File: src/rtl/pr_decouple_ctrl.sv
// ---------------------------------------------------------------------------
// pr_decouple_ctrl
//
// Sequences a partial-reconfiguration swap of one reconfigurable module (RM):
// isolate its outputs, hold them isolated while in-flight data drains, put the
// RM in reset and kick the bitstream loader, wait for the loader verdict, then
// release reset, let the new RM settle and finally recouple its outputs.
//
// Ports
//   clk         system clock, rising edge
//   rst_n       asynchronous active-low reset
//   swap_req    debounced swap request; its rising edge starts a swap
//   load_done   loader: partial bitstream loaded
//   load_err    loader: load failed
//   rm_out      raw 4-bit output of the RM
//   load_start  one-cycle pulse while in LOAD
//   decouple    1 = RM outputs isolated
//   rm_rst_n    active-low reset to the RM
//   led_out     registered, isolated RM output (SAFE_VALUE while decoupled)
//   swap_busy   high in every state except IDLE and FAULT
//   status      00 no swap yet, 01 last swap ok, 10 load error, 11 timeout
//   swap_cnt    count of successful swaps (wraps 255 -> 0)
//
// Configuration macro
//   PR_DECOUPLE_RETRY_EN  when defined, the first load error or timeout of a
//                         swap re-enters LOAD once instead of faulting.
// ---------------------------------------------------------------------------
module pr_decouple_ctrl #(
  parameter int unsigned DRAIN_CYCLES  = 16,
  parameter int unsigned SETTLE_CYCLES = 8,
  parameter int unsigned TIMEOUT_W     = 24,
  parameter logic [3:0]  SAFE_VALUE    = 4'b0000
) (
  input  logic       clk,
  input  logic       rst_n,
  input  logic       swap_req,
  input  logic       load_done,
  input  logic       load_err,
  input  logic [3:0] rm_out,
  output logic       load_start,
  output logic       decouple,
  output logic       rm_rst_n,
  output logic [3:0] led_out,
  output logic       swap_busy,
  output logic [1:0] status,
  output logic [7:0] swap_cnt
);

  typedef enum logic [2:0] {
    S_IDLE    = 3'd0,
    S_ISOLATE = 3'd1,
    S_LOAD    = 3'd2,
    S_WAIT    = 3'd3,
    S_SETTLE  = 3'd4,
    S_FAULT   = 3'd5
  } state_t;

  localparam logic [7:0] DRAIN_LAST  = 8'(DRAIN_CYCLES - 1);
  localparam logic [7:0] SETTLE_LAST = 8'(SETTLE_CYCLES - 1);

  // The timer is incremented on every WAIT edge, so it becomes all-ones on
  // the very edge that leaves WAIT for FAULT when the pre-terminal value is
  // seen. WAIT therefore lasts exactly 2^TIMEOUT_W-1 cycles.
  localparam logic [TIMEOUT_W-1:0] TIMER_MAX = '1;
  localparam logic [TIMEOUT_W-1:0] TIMER_ONE = TIMEOUT_W'(1);
  localparam logic [TIMEOUT_W-1:0] TIMER_PRE = TIMER_MAX - TIMER_ONE;

  state_t                state;
  state_t                state_nxt;
  logic                  swap_req_p0;
  logic                  rise;
  logic [7:0]            phase_cnt;
  logic [TIMEOUT_W-1:0]  timer;
  logic                  fail_err;
  logic                  fail_tmo;
  logic                  swap_ok;
  logic                  fault_enter;
`ifdef PR_DECOUPLE_RETRY_EN
  logic                  retry_used;
  logic                  retry_set;
`endif

  // A rise is swap_req high now and low at the previous edge. It is only
  // acted on in IDLE/FAULT; elsewhere it is dropped, never queued.
  assign rise = swap_req & ~swap_req_p0;

  // --- next-state logic ---
  always_comb begin
    state_nxt = state;
    fail_err  = 1'b0;
    fail_tmo  = 1'b0;
    swap_ok   = 1'b0;
`ifdef PR_DECOUPLE_RETRY_EN
    retry_set = 1'b0;
`endif
    case (state)
      S_IDLE: begin
        if (rise) state_nxt = S_ISOLATE;
      end
      S_ISOLATE: begin
        if (phase_cnt == DRAIN_LAST) state_nxt = S_LOAD;
      end
      S_LOAD: begin
        // Loader handshakes are deliberately ignored for this one cycle.
        state_nxt = S_WAIT;
      end
      S_WAIT: begin
        // Priority: error, then done, then timeout.
        if (load_err)                state_nxt = S_FAULT;
        else if (load_done)          state_nxt = S_SETTLE;
        else if (timer == TIMER_PRE) state_nxt = S_FAULT;
        fail_err = load_err;
        fail_tmo = ~load_err & ~load_done & (timer == TIMER_PRE);
`ifdef PR_DECOUPLE_RETRY_EN
        if ((fail_err || fail_tmo) && !retry_used) begin
          state_nxt = S_LOAD;
          retry_set = 1'b1;
        end
`endif
      end
      S_SETTLE: begin
        if (phase_cnt == SETTLE_LAST) begin
          state_nxt = S_IDLE;
          swap_ok   = 1'b1;
        end
      end
      S_FAULT: begin
        if (rise) state_nxt = S_ISOLATE;
      end
      default: state_nxt = S_IDLE;
    endcase
  end

  assign fault_enter = (state == S_WAIT) && (state_nxt == S_FAULT);

  // --- state register ---
  always_ff @(posedge clk or negedge rst_n) begin
    if (!rst_n) state <= S_IDLE;
    else        state <= state_nxt;
  end

  // --- registered outputs, counters and edge detector ---
  // Outputs are decoded from state_nxt so they change on the edge that
  // enters the state, not one cycle later.
  always_ff @(posedge clk or negedge rst_n) begin
    if (!rst_n) begin
      swap_req_p0 <= 1'b0;
      decouple    <= 1'b0;
      rm_rst_n    <= 1'b0;
      load_start  <= 1'b0;
      swap_busy   <= 1'b0;
      led_out     <= SAFE_VALUE;
      status      <= 2'b00;
      swap_cnt    <= 8'd0;
      phase_cnt   <= 8'd0;
      timer       <= '0;
    end else begin
      swap_req_p0 <= swap_req;
      decouple    <= (state_nxt != S_IDLE);
      rm_rst_n    <= !(state_nxt inside {S_LOAD, S_WAIT, S_FAULT});
      load_start  <= (state_nxt == S_LOAD);
      swap_busy   <= !(state_nxt inside {S_IDLE, S_FAULT});
      // Isolation uses the decouple value already in the register, which
      // gives the one-cycle output latency.
      led_out     <= decouple ? SAFE_VALUE : rm_out;

      if (state_nxt != state)
        phase_cnt <= 8'd0;
      else if (state == S_ISOLATE || state == S_SETTLE)
        phase_cnt <= phase_cnt + 8'd1;

      // Cleared in every other state, so WAIT is always entered with 0.
      timer <= (state == S_WAIT) ? timer + TIMER_ONE : '0;

      if (swap_ok) begin
        status   <= 2'b01;
        swap_cnt <= swap_cnt + 8'd1;
      end else if (fault_enter) begin
        status   <= fail_err ? 2'b10 : 2'b11;
      end
    end
  end

`ifdef PR_DECOUPLE_RETRY_EN
  // --- retry bookkeeping: one reload per swap attempt ---
  always_ff @(posedge clk or negedge rst_n) begin
    if (!rst_n)
      retry_used <= 1'b0;
    else if (state_nxt == S_ISOLATE && state != S_ISOLATE)
      retry_used <= 1'b0;
    else if (retry_set)
      retry_used <= 1'b1;
  end
`endif

endmodule

File: config.mk
export PLATFORM = sky130hd
export DESIGN_NAME = pr_decouple_ctrl
export DESIGN_NICKNAME = d
export VERILOG_FILES = /design/src/rtl/pr_decouple_ctrl.sv
export SDC_FILE = /design/constraint.sdc
export NUM_CORES = 1
export LEC_CHECK = 0
export ABC_AREA = 1
export BUFFER_PORTS_ARGS = -buffer_cell sky130_fd_sc_hd__buf_2
export CAP_MARGIN = 0
export CORE_ASPECT_RATIO = 0.9
export CORE_MARGIN = 2
export CORE_UTILIZATION = 55
export CTS_BUF_LIST = sky130_fd_sc_hd__clkbuf_8
export DETAILED_ROUTE_END_ITERATION = 6
export PLACE_DENSITY_LB_ADDON = 0.08
export SLEW_MARGIN = 0
export SYNTH_ARGS = -nofsm -noshare
export SYNTH_HDL_FRONTEND = slang
export SYNTH_SLANG_ARGS = --single-unit
File: constraint.sdc
create_clock -name clk -period 1.4 [get_ports clk]
set_input_delay 0.07 -clock clk [delete_from_list [all_inputs] [get_ports clk]]
set_output_delay 0.07 -clock clk [all_outputs]
set_load 0.02 [all_outputs]
==> reports/metrics.cfg <==
[logic_synthesis]
ys_ff_latch=54
syn_avg_cell_area_um2=8.61
syn-num-nets=331
syn_inst=318
ys_warn_count=0
syn-cell-area_mm2=0.00274
ys_seq_area_share_pct=49.4
synth_cell_type_count=33

[global_route]
grt_pass1_vias=2483
grt_pass1_wl_um=11400
gr-total-overflow=0
grt_start_max_net_pins=36
antenna_found_initial=0
track_usage_pct=26.6

[worst_setup_path]
critPathSlowestCell=dfrtp_1
cp_cell_sequence=buf_6 -> ha_4 -> nand2_2 -> inv_2 -> nand2_4 -> buf_6 -> nor2_4 -> nand2_4 -> nor2_4 -> inv_2 -> nor4_2 -> nor3_1
crit_buf_inv=4
critPathMaxStageDelay_ns=0.42
startpoint_type=register
r2r_start=timer[0]$_DFF_PN0_
worst_r2r_endpoint=timer[22]$_DFF_PN0_
cp_max_fo=5
cp-end-kind=register
reg2reg_depth=12
worstSetupEndpoint=timer[22]$_DFF_PN0_
startpoint=timer[0]$_DFF_PN0_
cp.depth=12
cp.required_ns=1.61
critical-path-top-delay-family=simple AND/OR/NAND/NOR gates
ff2ff_setup_slack_ns=-0.44
critical_path_class=reg2reg
critPathArrivalTime_ns=2.05

[layout]
mostFrequentLayoutCell=buf_4
antenna_cells=0
post-route-cell-area_mm2=0.00424
drive_gt1_share_pct=51.7
area_growth_pct=55.0
layout_common_cells=67 x buf_4, 52 x dfrtp_1, 37 x nor2_1, 32 x nand2_1, 26 x buf_2
fin_nets=455

[clock_network]
cts_buffers=5
cts.clk_slew.worst_paths_ns=0.11
clock_latency_ns=0.32
htreeDepth=2
clockRootBuffer=clkbuf_8
cts_sinks=54
cts_tree=yes
cts_buffer_depth=2

[pwr]
ir_drop_mv=0.850
powerDensity_mw_per_mm2=1050
p_leak_nw=2.05

[sta]
worst_hold_slack_ns=0.169
finalHoldViolCount=0
finalWorstPathRequiredPeriod_ns=1.84
worst_slew_pin_slew_ns=0.469
final.setup.worst_slack_ns=-0.438
period_share_pct=131
skew_ns=0.0131
slew_violations=0
max_slew_margin_pct=68.7
rsz0062_at_grt=true
maxClockFrequency_ghz=0.544
setup_violations=36

[routing]
drt_wl_total_um=8970
first_iter_violations=268
vias_per_cell=5.46
drc=0
routedWlPerCell_um=17.7
drt_pass1_iterations=4
dr_total_vias=2774
ant_nets=0

[place]
dp_hpwl_um=4450
placed_cell_area_mm2=0.00345
place_congestion=0.837
io_buffers=26

[die]
die_area_mm2=0.00556
fp-row-count=24
core_mm2=0.00483
chipWidth_um=78.4
num_io_pins=27
floorplan.die.height_um=70.9
initial_core_util_pct=56.6

[worst_hold_path]
hold_path.class=in2reg

[status]
status=finished, violations left
violations=setup timing

[flow_run]
cap_violations=0

[how the worst min path moves through the flow]
stage	startpoint	end	slack, ns	cells after the start
finish	load_err	status[0]$_DFFE_PN0P_	0.17	4
global route	load_err	status[0]$_DFFE_PN0P_	0.17	4
CTS	load_err	status[0]$_DFFE_PN0P_	0.15	4
detailed placement	rst_n	led_out[0]$_DFF_PN0_	0.04	1
global placement	rst_n	timer[2]$_DFF_PN0_	0.04	1
floorplan	rst_n	decouple$_DFF_PN0_	-0.23	0
[per-layer routing]
| layer | up-vias | share of wire (%) | track usage, % |
|---|---|---|---|
| met3 | 31 | 7.0 | 5.10 |
| met2 | 134 | 51 | 45.1 |
| li1 | 1274 | - | - |
| met1 | 1335 | 38 | 35.1 |
| met5 | - | 0 | 0 |
| met4 | 0 | 4.1 | 7.80 |
[cells in the mapped netlist (all sizes together)]
cell / instances / area [um^2]
a21oi: 15 / 78.8
a2bb2oi: 1 / 8.76
and2: 1 / 6.26
and3: 1 / 6.26
buf: 1 / 5.00
clkbuf: 1 / 3.75
dfrtp: 54 / 1350
ha: 4 / 50.1
inv: 41 / 154
mux2i: 1 / 10.0
nand2: 55 / 234
nand3: 22 / 133
nand4: 11 / 68.8
nor2: 66 / 300
nor3: 13 / 80.1
nor3b: 1 / 7.51
nor4: 1 / 6.26
o211ai: 1 / 12.5
o21ai: 9 / 56.3
o31ai: 1 / 7.51
xnor2: 4 / 35.0
xor2: 14 / 123
[sequential cells by signal, summed over array words and instances, names as in the netlist]
name	flops
timer	24
phase_cnt	8
swap_cnt	8
led_out	4
state	3
status	2
decouple	1
load_start	1
rm_rst_n	1
swap_busy	1
swap_req_p0	1
[per-stage QoR]
step	cells	util [%]	total power [W]	setup TNS, ns	worst slack [ns]
floorplan	318	-	0.00256	-0.443	-0.0766
global placement	471	71.4	0.00303	-3.85	-0.230
detailed placement	471	71.4	0.00307	-5.39	-0.293
CTS	499	80.5	0.00412	-6.93	-0.334
global route	508	87.8	0.00460	-13.15	-0.623
finish	508	87.8	0.00445	-10.14	-0.438
[worst min-delay path, delay by kind of cell]
family / cells / cell delay [ns]
and+or+nand+nor: 2 / 0.17
buffers and inverters: 2 / 0.20
[timing repair]
item	CTS	global route
hold buffers	6	0
setup endpoints to repair	33	41
hold endpoints to repair	24	0
gates resized for setup	51	72
pin swaps	20	37
setup buffers	14	12
[where the power goes]
group / switching [W] / internal (W)
clock: 0.000563 / 0.000400
sequential: 0.000151 / 0.00171
combinational: 0.000940 / 0.000695
total: 0.00165 / 0.00280
[area by class of cell]
type	count	area [um^2]
inverters	41	161
fillers	227	591
clock inverters	2	12.5
well taps	65	81.3
flip-flops and latches	54	1350
clock buffers	6	82.6
repair buffers	119	927
multi-input cells	221	1630
[kinds of logic (layout without fill, tap and decap cells)]
family                     after synthesis  after routing  share of synthesized area [%]
and+or+nand+nor                        171            171                           30.8
DFF                                     54             54                           49.4
buffers and inverters                   43            168                           5.94
AOI/OAI and AO/OA                       27             27                           5.99
xor gates and xnor gates                18             18                           5.76
adders and majority gates                4              4                           1.83
muxes                                    1              1                          0.366
Power figures use the tool's default switching activity.
